[src/rtl/siso_shift_register.sv]
// siso_shift_register: fixed-latency serial bit delay line
// with a parallel observation tap and a fill indicator.
module siso_shift_register #(
    parameter int   DEPTH       = 4,
    parameter logic RESET_VALUE = 1'b0
) (
    input  logic             clk,
    input  logic             reset,
    input  logic             serial_in,
    output logic             serial_out,
    output logic [DEPTH-1:0] parallel_q,
    output logic             primed
);

    localparam int            CW   = $clog2(DEPTH + 1);
    localparam logic [CW-1:0] FULL = CW'(DEPTH);

    logic [DEPTH-1:0] sr_q;
    logic [DEPTH-1:0] sr_d;
    logic [CW-1:0]    cnt_q;
    logic [CW-1:0]    cnt_d;

    if (DEPTH == 1) begin : g_one
        always_comb begin
            sr_d = serial_in;
        end
    end else begin : g_many
        always_comb begin
            sr_d = {sr_q[DEPTH-2:0], serial_in};
        end
    end

    // Saturates at DEPTH so primed holds until the next reset.
    always_comb begin
        cnt_d = cnt_q;
        if (cnt_q != FULL) begin
            cnt_d = cnt_q + CW'(1);
        end
    end

    always_ff @(posedge clk or posedge reset) begin
        if (reset) begin
            sr_q  <= {DEPTH{RESET_VALUE}};
            cnt_q <= '0;
        end else begin
            sr_q  <= sr_d;
            cnt_q <= cnt_d;
        end
    end

    assign serial_out = sr_q[DEPTH-1];
    assign parallel_q = sr_q;
    assign primed     = (cnt_q == FULL);

endmodule

[config.mk]
export PLATFORM = sky130hd
export DESIGN_NAME = siso_shift_register
export DESIGN_NICKNAME = d
export VERILOG_FILES = /design/src/rtl/siso_shift_register.sv
export SDC_FILE = /design/constraint.sdc
export NUM_CORES = 1
export LEC_CHECK = 0
export BUFFER_PORTS_ARGS = -buffer_cell sky130_fd_sc_hd__buf_2
export CAP_MARGIN = 20
export CORE_AREA = 2 2 39 41
export CTS_BUF_LIST = sky130_fd_sc_hd__clkbuf_16
export CTS_CLUSTER_SIZE = 12
export DETAILED_ROUTE_END_ITERATION = 7
export DIE_AREA = 0 0 41 43
export PLACE_DENSITY = 0.45
export SYNTH_ARGS = -nofsm -noshare
export SYNTH_HDL_FRONTEND = slang
export SYNTH_SLANG_ARGS = --single-unit
[constraint.sdc]
create_clock -name clk -period 3.3 [get_ports clk]
set_clock_uncertainty 0.05 [all_clocks]
set_input_delay 0.66 -clock clk [delete_from_list [all_inputs] [get_ports clk]]
set_output_delay 0.66 -clock clk [all_outputs]
set_load 0.05 [all_outputs]
# Yosys cells after proc, flatten, opt, wreduce, memory -nomap -nowiden
# Index checks and enable logic that the tools add are counted.
dict set report word_totals {
  reg_bits 7
  in_bits 3
  out_inout_bits 6
  elab_cells 5
}
dict set report op_classes {
  add_sub_neg 1
  eq_ne 2
}
# operator n
set ops {}
lappend ops {{3-bit by 1-bit adder with 3-bit output, second input constant} 1}
lappend ops {{3-bit equality test, second input constant} 1}
lappend ops {{3-bit != test, second input constant} 1}

# Depth between registers and ports, before layout
# Gate-level depths: netlist of the first run.
dict set report depth {
  depth_word 1
  mapped_depth 4
  mapped_depth_nobuf 4
}

# Worst setup path before layout of the first run
# Ideal clock, no wire load.
dict set report synth_timing {
  kind {reg-to-output}
  start {register cnt_q[0]}
  end {output primed}
  arrival_ns 1.001
  required_time_ns 2.590
  path_slack_ns 1.589
  path_stages_with_launch 5
  path_buffers 0
  cell_sequence {dfrtp_1 -> inv_1 -> ha_1 -> nand2_2 -> inv_1}
}
dict set report synth_between {
  elab_chain_cells 1
}
# element line
set synth_lines {}
lappend synth_lines {{start: declaration} 20} ;# logic [CW-1:0] cnt_q;
lappend synth_lines {{start signal: assignment} 47} ;# cnt_q <= cnt_d;
lappend synth_lines {{3-bit equality test} 53} ;# assign primed = (cnt_q == FULL);
lappend synth_lines {{end: declaration} 12} ;# output logic primed
# No other way between the ends.

# Worst setup path in the final report of the first run
# Ends and elaborated chain as after synthesis.

==> flow_summary_export.csv, run 1 <==
group,metric,value,unit
outcome,status,"completed",
floorplanning,rows,14,
global_route,grt_pass1_wl,648,µm
global_route,overflow,0,
job,drv_cap,0,
place,dp_hpwl,289,µm
sta,holdWs,297,ps
drt,drc_errors,0,
yosys,synth_cell_types,10,
yosys,synth_warnings,0,
critical_path,cp_common_cell,"inv_1",
clock_network,clock_sinks,7,
clock_network,holdBufCountCts,0,
clock_network,cts_setup_buffers,0,
critical_path,criticalPathCategory,"register to output port",
critical_path,cpLargestDelayFamily,"buffers and inverters",
power,vdd_drop_max,0.126,mV
yosys,muxShareOfSynthArea,0.0561,
sta,setup_viol,0,
sta,slew_headroom,0.831,
yosys,synth-simple-area-share,0.0607,
power,power-per-cell-area,768,nW/µm²
place,portBuffers,8,
clock_network,cts_buffers,3,
floorplanning,die_h,43,µm
yosys,syn_area,268,µm²
drt,ant_nets,0,
sta,rsz0062_at_grt,"no",
place,gp_congestion,0.585,
power,totalPowerFinal,0.307,mW
yosys,synth_xor_area_frac,0.0327,
sta,fmax,0.506,GHz
critical_path,crit_fanout,3,
critical_path,crit_chain,"inv_1 -> ha_1 -> nand2_2 -> inv_1 -> buf_2",
clock_network,cts_resized,0,
sta,hold_viol_final,0,
critical_path,path_buf_inv,3,
cells_and_area,nFillCells,145,
drt,vias_per_cell,3.66,
sta,finalWorstSetupSlack,1320,ps
power,p_leak,0.201,nW
critical_path,worst-endpoint-required,2590,ps
critical_path,cp.arrival,1270,ps
place,preCtsSetupSlack,1560,ps
clock_network,cts_tree,"built",
cells_and_area,nets,37,
clock_network,worst_skew_pair.late_latency,230,ps
yosys,synth_top_family_by_area,"adder cells",
floorplanning,dieArea,1760,µm²
drt,wl_per_cell,8.11,µm
sta,final_max_slew_viol_count,0,
cells_and_area,drive_gt1_frac,0.419,
clock_network,htree_levels,1,
yosys,synth_seq_area_share,0.654,
critical_path,cpPeakStageDelay,370,ps
cells_and_area,post-route-cell-area,399,µm²
drt,drt_iter0_markers,0,
min_path,hold_path.class,"input pin to asynchronous set/reset pin",
sta,post-route-period-util,0.599,
yosys,synth_compound_area_frac,0.0187,
yosys,mappedNetlistNets,25,
yosys,synthCells,20,
yosys,synthAdderAreaFrac,0.0935,
cells_and_area,antenna_cells,0,
global_route,grt_usage,0.0658,
floorplanning,die_w,41,µm
critical_path,endpoint_kind,"output port",
drt,firstDrtPassIters,1,
clock_network,cts_root_buf,"clkbuf_16",
clock_network,clockBufferDepth,2,
place,placed_cell_area,320,µm²
global_route,grt_max_degree,8,
sta,min_period,1980,ps
clock_network,clkTransAtPathRegs,30,ps
floorplanning,start_util,0.193,
critical_path,reg2reg_slack,2090,ps
critical_path,critPathLaunchType,"register",
cells_and_area,area_growth,49.1,%
yosys,ys_ff_latch,7,
yosys,synth.avg_cell_area,13.4,µm²
drt,routed_wl,381,µm
floorplanning,boundaryPins,9,
sta,finalSetupTns,0,ps
sta,worst_pin_slew,254,ps
floorplanning,coreArea,1380,µm²
drt,vias,172,
global_route,grt_pass1_vias,164,
global_route,antenna_found_initial,0,
critical_path,critPathSlowestCell,"dfrtp_1",
==> area by class of cell <==
class / instances / area, µm² / area share
clock buffer: 3 / 75.1 / 0.188
tap: 16 / 20.0 / 0.0502
sequential: 7 / 175 / 0.439
multi-input combinational: 8 / 70.1 / 0.176
inverter: 4 / 15.0 / 0.0376
timing repair buffer: 8 / 40.0 / 0.100
clock inverter: 1 / 3.75 / 0.00940
==> cell families (layout without fill, tap and decap cells) <==
logic type | Yosys count | after routing
xor gates and xnor gates | 1 | 1
DFF | 7 | 7
buffers and inverters | 5 | 16
AOI/OAI and AO/OA | 1 | 1
and+or+nand+nor | 3 | 3
muxes | 1 | 1
adders and majority gates | 2 | 2
==> state kept, by name, indices dropped and copies added, names as in the netlist <==
name / flops
parallel_q: 4
cnt_q: 3
==> cell usage after synthesis (all sizes together) <==
cell,number,share of area
nand2,1,0.023
xnor2,1,0.033
a21oi,1,0.019
dfrtp,7,0.65
ha,2,0.093
inv,4,0.056
nor2b,1,0.023
nor2,1,0.014
buf,1,0.028
mux2,1,0.056
==> per-stage QoR <==
step                      utilization  instances
after CTS                       0.288         47
final                           0.288         47
after global placement          0.231         43
after global routing            0.288         47
after floorplan                     -         20
after detailed placement        0.231         43
==> final timing paths <==
kind	from	end	depth (start not counted)
setup / recovery	cnt_q[0]$_DFFE_PP0P_	primed	5
hold / removal	reset	cnt_q[0]$_DFFE_PP0P_	2
setup reg to reg	cnt_q[0]$_DFFE_PP0P_	cnt_q[1]$_DFFE_PP0P_	4
hold reg to reg	parallel_q[2]$_DFF_PP0_	parallel_q[3]$_DFF_PP0_	0
max in group asynchronous	reset	parallel_q[3]$_DFF_PP0_	2
min in group clk	parallel_q[2]$_DFF_PP0_	parallel_q[3]$_DFF_PP0_	0
==> worst reg2reg max path: stages, from the launching register on <==
cell and delay (ps):
dfrtp_1 370, inv_1 90, ha_1 190, nand2_2 90, mux2_4 300
==> layout by cell type, fill, tap and decap left out <==
master	count
ha_1	2
dfrtp_1	7
nor2b_1	1
inv_1	5
xnor2_1	1
a21oi_1	1
clkbuf_16	3
buf_2	8
nand2_2	1
mux2_4	1
nor2_1	1
==> power breakdown <==
group / internal [mW] / total (mW) / switching [mW]
Sequential: 0.0889 / 0.0899 / 0.00103
Combinational: 0.00303 / 0.0173 / 0.0142
Clock: 0.157 / 0.199 / 0.0423
==> per-layer routing <==
layer / track usage / part of all wire / vias to the layer above
met1: 0.0627 / 0.37 / 84
met2: 0.0688 / 0.52 / 5
li1: - / - / 80
met5: 0 / 0 / -
met3: 0.0314 / 0.050 / 3
met4: 0.120 / 0.060 / 0
(Power assumes the default switching activity.)
==> inputs of run 2 (changes only) <==
clock period = 1.84 ns   (was 3.3 ns; I/O delays follow)
==> flow_summary_export.csv, run 2 (synthesis results as in run 1) <==
group,metric,value,unit
sta,min_period,1700,ps
floorplanning,rows,14,
place,gp_congestion,0.577,
critical_path,critPathLaunchType,"register",
drt,drt_iter0_markers,0,
global_route,overflow,0,
sta,post-route-period-util,0.924,
floorplanning,dieArea,1760,µm²
global_route,grt_usage,0.0778,
clock_network,htree_levels,1,
clock_network,clock_sinks,7,
critical_path,endpoint_kind,"output port",
clock_network,clockBufferDepth,2,
critical_path,worst-endpoint-required,1420,ps
floorplanning,die_w,41,µm
power,vdd_drop_max,0.471,mV
place,placed_cells,43,
power,combPwrFrac,0.057,
clock_network,holdBufCountCts,0,
job,drv_cap,0,
cells_and_area,nets,37,
clock_network,worst_skew_pair.late_latency,230,ps
outcome,status,"completed",
clock_network,cts_resized,0,
floorplanning,start_util,0.193,
global_route,grt_pass1_wl,807,µm
power,switching_share,0.189,
min_path,hold_path.class,"input pin to asynchronous set/reset pin",
power,power_frac_seq,0.293,
cells_and_area,nFillCells,148,
cells_and_area,drive_gt1_frac,0.419,
global_route,grt_max_degree,8,
cells_and_area,antenna_cells,0,
cells_and_area,largest_reg_flops,4,
critical_path,criticalPathCategory,"register to output port",
cells_and_area,multi_input_area,70.1,µm²
clock_network,cts_root_buf,"clkbuf_16",
cells_and_area,layout_commonest_cell,"buf_2",
power,internal-power,0.447,mW
global_route,antenna_found_initial,0,
place,preCtsSetupSlack,382,ps
sta,worst_pin_slew,259,ps
drt,ant_nets,0,
critical_path,crit_fanout,3,
drt,routed_wl,492,µm
power,power_frac_clock,0.651,
clock_network,cts_tree,"built",
sta,slew_headroom,0.827,
sta,finalSetupTns,0,ps
place,dp_hpwl,352,µm
drt,firstDrtPassIters,1,
sta,setup_viol,0,
floorplanning,boundaryPins,9,
sta,final_max_slew_viol_count,0,
drt,wl_per_cell,10.5,µm
power,switchingPower,0.104,mW
sta,rsz0062_at_grt,"no",
global_route,grt_pass1_vias,201,
floorplanning,die_h,43,µm
sta,hold_viol_final,0,
clock_network,clkTransAtPathRegs,40,ps
drt,vias,173,
clock_network,cts_setup_buffers,0,
power,p_leak,0.201,nW
sta,fmax,0.588,GHz
power,power-per-cell-area,1380,nW/µm²
sta,finalWorstSetupSlack,140,ps
cells_and_area,area_growth,49.1,%
critical_path,cp.arrival,1280,ps
clock_network,cts_buffers,3,
cells_and_area,layout_common_cells,"8 x buf_2, 7 x dfrtp_1, 5 x inv_1",
place,portBuffers,8,
drt,drc_errors,0,
floorplanning,coreArea,1380,µm²
drt,vias_per_cell,3.68,
critical_path,rr_worst_depth,4,
cells_and_area,regArea,175,µm²
cells_and_area,layout.cells.non_filler,47,
-- run 2: cell counts in the layout (fill, tap and decap cells not counted) --
Identical to the previous run, type by type.
-- run 2: worst paths after layout --
path	start	endpoint	slack, ps
setup reg to reg	cnt_q[0]$_DFFE_PP0P_	cnt_q[1]$_DFFE_PP0P_	620
setup / recovery	cnt_q[0]$_DFFE_PP0P_	primed	140
hold / removal	reset	parallel_q[2]$_DFF_PP0_	9
min in group clk	serial_in	parallel_q[0]$_DFF_PP0_	210
max in group asynchronous	reset	parallel_q[0]$_DFF_PP0_	1520
hold reg to reg	parallel_q[1]$_DFF_PP0_	parallel_q[2]$_DFF_PP0_	310
-- run 2: power by group through the flow --
stage	clock network (mW)	logic, mW	registers [mW]
global route	0.376	0.0332	0.162
global placement	0	0.0315	0.163
CTS	0.367	0.0318	0.161
detailed placement	0	0.0318	0.163
floorplan	0	0.00821	0.179
finish	0.359	0.0312	0.161
-- run 2: layer usage --
metal / vias up / part of all wire / GRT usage / routed length, µm
li1: 82 / - / - / -
met1: 87 / 0.27 / 0.0492 / 133
met2: 4 / 0.69 / 0.138 / 339
met3: 0 / 0.041 / 0.0471 / 20
met4: 0 / 0 / 0.0600 / 0
met5: - / 0 / 0 / 0
-- run 2: layout make-up --
class,count,share of cell area
timing repair buffer,8,0.100
clock buffer,3,0.188
inverter,4,0.0376
multi-input combinational,8,0.176
sequential,7,0.439
clock inverter,1,0.00940
tap,16,0.0502
-- run 2: metrics by stage --
| step | hold slack [ps] | area, µm² | total power [mW] | utilization |
|---|---|---|---|---|
| floorplan | 121 | 268 | 0.188 | - |
| global placement | 250 | 320 | 0.194 | 0.231 |
| detailed placement | 258 | 320 | 0.195 | 0.231 |
| CTS | 17.7 | 399 | 0.560 | 0.288 |
| global route | 39.3 | 399 | 0.571 | 0.288 |
| finish | 9.09 | 399 | 0.551 | 0.288 |
-- run 2: critical path: stages (launching register included) --
cell and delay, ps:
dfrtp_1 370, inv_1 90, ha_1 190, nand2_2 90
inv_1 60, buf_2 250
==> inputs of run 3 (changes only) <==
ABC_AREA = 1   (was unset)
==> flow_summary_export.csv, run 3 <==
group,metric,value,unit
floorplanning,die_w,41,µm
global_route,antenna_found_initial,0,
yosys,synthFlopType,"dfrtp_1",
yosys,synth_area_leaders,"dfrtp_1 64%, ha_1 9.1%, inv_1 8.2%",
cells_and_area,area_growth,47.9,%
sta,min_period,1710,ps
floorplanning,boundaryPins,9,
sta,hold_viol_final,0,
power,p_leak,0.222,nW
sta,holdWs,8.55,ps
place,portBuffers,8,
floorplanning,start_util,0.198,
clock_network,clkTransAtPathRegs,40,ps
floorplanning,rows,14,
critical_path,crit_fanout,4,
yosys,synth_cell_types,7,
cells_and_area,final_util,0.293,
drt,ant_nets,0,
power,vdd_drop_max,0.413,mV
cells_and_area,nFillCells,138,
power,power-per-cell-area,1380,nW/µm²
sta,fmax,0.586,GHz
cells_and_area,nets,43,
global_route,grt_pass1_vias,161,
critical_path,cpLargestDelayFamily,"flip-flops",
yosys,yosysTopAreaCellShare,0.639,
clock_network,htree_levels,1,
drt,wl_per_cell,8.19,µm
critical_path,cp.depth,5,
sta,post-route-period-util,0.927,
job,drv_cap,0,
clock_network,cts_tree,"built",
yosys,ys_ff_latch,7,
drt,vias,191,
critical_path,crit_chain,"inv_1 -> ha_1 -> nand2_2 -> inv_1 -> buf_2",
drt,firstDrtPassIters,1,
sta,worst_pin_slew,272,ps
power,totalPowerFinal,0.559,mW
global_route,overflow,0,
global_route,grt_pass1_wl,696,µm
critical_path,critPathSlowestCell,"dfrtp_1",
cells_and_area,multi_input_area,68.8,µm²
clock_network,holdBufCountCts,0,
critical_path,path_buf_inv,3,
clock_network,cts_buffers,3,
cells_and_area,antenna_cells,0,
outcome,status,"completed",
critical_path,criticalPathCategory,"register to output port",
drt,vias_per_cell,3.60,
yosys,synth_edf_count,0,
critical_path,cp.arrival,1290,ps
sta,final_max_slew_viol_count,0,
yosys,post-synth-top-count-cell,"dfrtp_1",
drt,drt_iter0_markers,0,
sta,finalWorstSetupSlack,134,ps
yosys,netlist_top_cells_count,"7 x dfrtp_1, 6 x inv_1, 6 x nand2_1",
place,preCtsSetupSlack,375,ps
critical_path,cpPeakStageDelay,390,ps
clock_network,worst_skew_pair.late_latency,230,ps
yosys,synth_seq_area_share,0.639,
global_route,grt_max_degree,8,
cells_and_area,regArea,175,µm²
critical_path,cp_common_cell,"inv_1",
critical_path,worst-endpoint-required,1420,ps
yosys,synth_warnings,0,
floorplanning,dieArea,1760,µm²
yosys,synthCells,26,
sta,slew_headroom,0.819,
floorplanning,coreArea,1380,µm²
yosys,syn_area,274,µm²
cells_and_area,layout_common_cells,"8 x buf_2, 7 x inv_1, 7 x dfrtp_1",
cells_and_area,layout_commonest_cell,"buf_2",
cells_and_area,drive_gt1_frac,0.324,
sta,setup_viol,0,
yosys,synth_area_leader_cell,"dfrtp_1",
clock_network,clockBufferDepth,2,
global_route,grt_usage,0.0730,
floorplanning,die_h,43,µm
cells_and_area,largest_reg_flops,4,
min_path,hold_path.class,"input pin to asynchronous set/reset pin",
yosys,mappedNetlistNets,31,
place,dp_hpwl,305,µm
critical_path,endpoint_kind,"output port",
drt,routed_wl,434,µm
critical_path,rr_worst_depth,5,
critical_path,critPathLaunchType,"register",
yosys,synth.avg_cell_area,10.5,µm²
sta,rsz0062_at_grt,"no",
drt,drc_errors,0,
clock_network,cts_root_buf,"clkbuf_16",
clock_network,clock_sinks,7,
clock_network,cts_resized,0,
sta,finalSetupTns,0,ps
yosys,synth-async-reset-ratio,1.00,
place,gp_congestion,0.602,
clock_network,cts_setup_buffers,0,
run 3: power breakdown:
group | internal (mW) | switching [mW] | total (mW) | leakage, nW
logic | 0.00543 | 0.0256 | 0.0310 | 0.0967
clock network | 0.283 | 0.0842 | 0.367 | 0.0423
registers | 0.159 | 0.00162 | 0.161 | 0.0833
run 3: worst paths after layout:
kind                                    startpoint                       to  slack (ps)
setup / recovery              cnt_q[0]$_DFFE_PP0P_                   primed         130
hold / removal                               reset     cnt_q[1]$_DFFE_PP0P_           9
setup reg to reg              cnt_q[0]$_DFFE_PP0P_     cnt_q[0]$_DFFE_PP0P_         810
hold reg to reg            parallel_q[1]$_DFF_PP0_  parallel_q[2]$_DFF_PP0_         310
max in group asynchronous                    reset  parallel_q[0]$_DFF_PP0_        1520
min in group clk                         serial_in  parallel_q[0]$_DFF_PP0_         190
run 3: final cells by class:
class,instances,area share
Timing Repair Buffer,8,0.0988
Inverter,6,0.0556
Tap cell,16,0.0494
Clock buffer,3,0.185
Multi-Input combinational cell,12,0.170
Clock inverter,1,0.00926
Sequential cell,7,0.432
run 3: through the flow:
step | area [µm²] | instances
6_report | 405 | 53
5_1_grt | 405 | 53
4_1_cts | 405 | 53
3_5_place_dp | 327 | 49
3_3_place_gp | 327 | 49
2_1_floorplan | 274 | 26
run 3: cell families (layout without fill, tap and decap cells):
kind of cell | after synthesis | in the layout | synth area share
DFF | 7 | 7 | 0.639
adders and majority gates | 2 | 2 | 0.0913
buffers and inverters | 7 | 18 | 0.110
and+or+nand+nor | 10 | 10 | 0.160
run 3: worst register-to-register path: stages, from the launching register on:
cell	delay, ps
dfrtp_1	390
inv_1	80
ha_1	200
nand2_2	90
nand2_1	60
nand2_1	50
run 3: routing by layer:
metal  part of all wire  track usage
met5                  0            0
met4              0.044        0.120
met3              0.046       0.0471
met2               0.52       0.0750
met1               0.39       0.0698
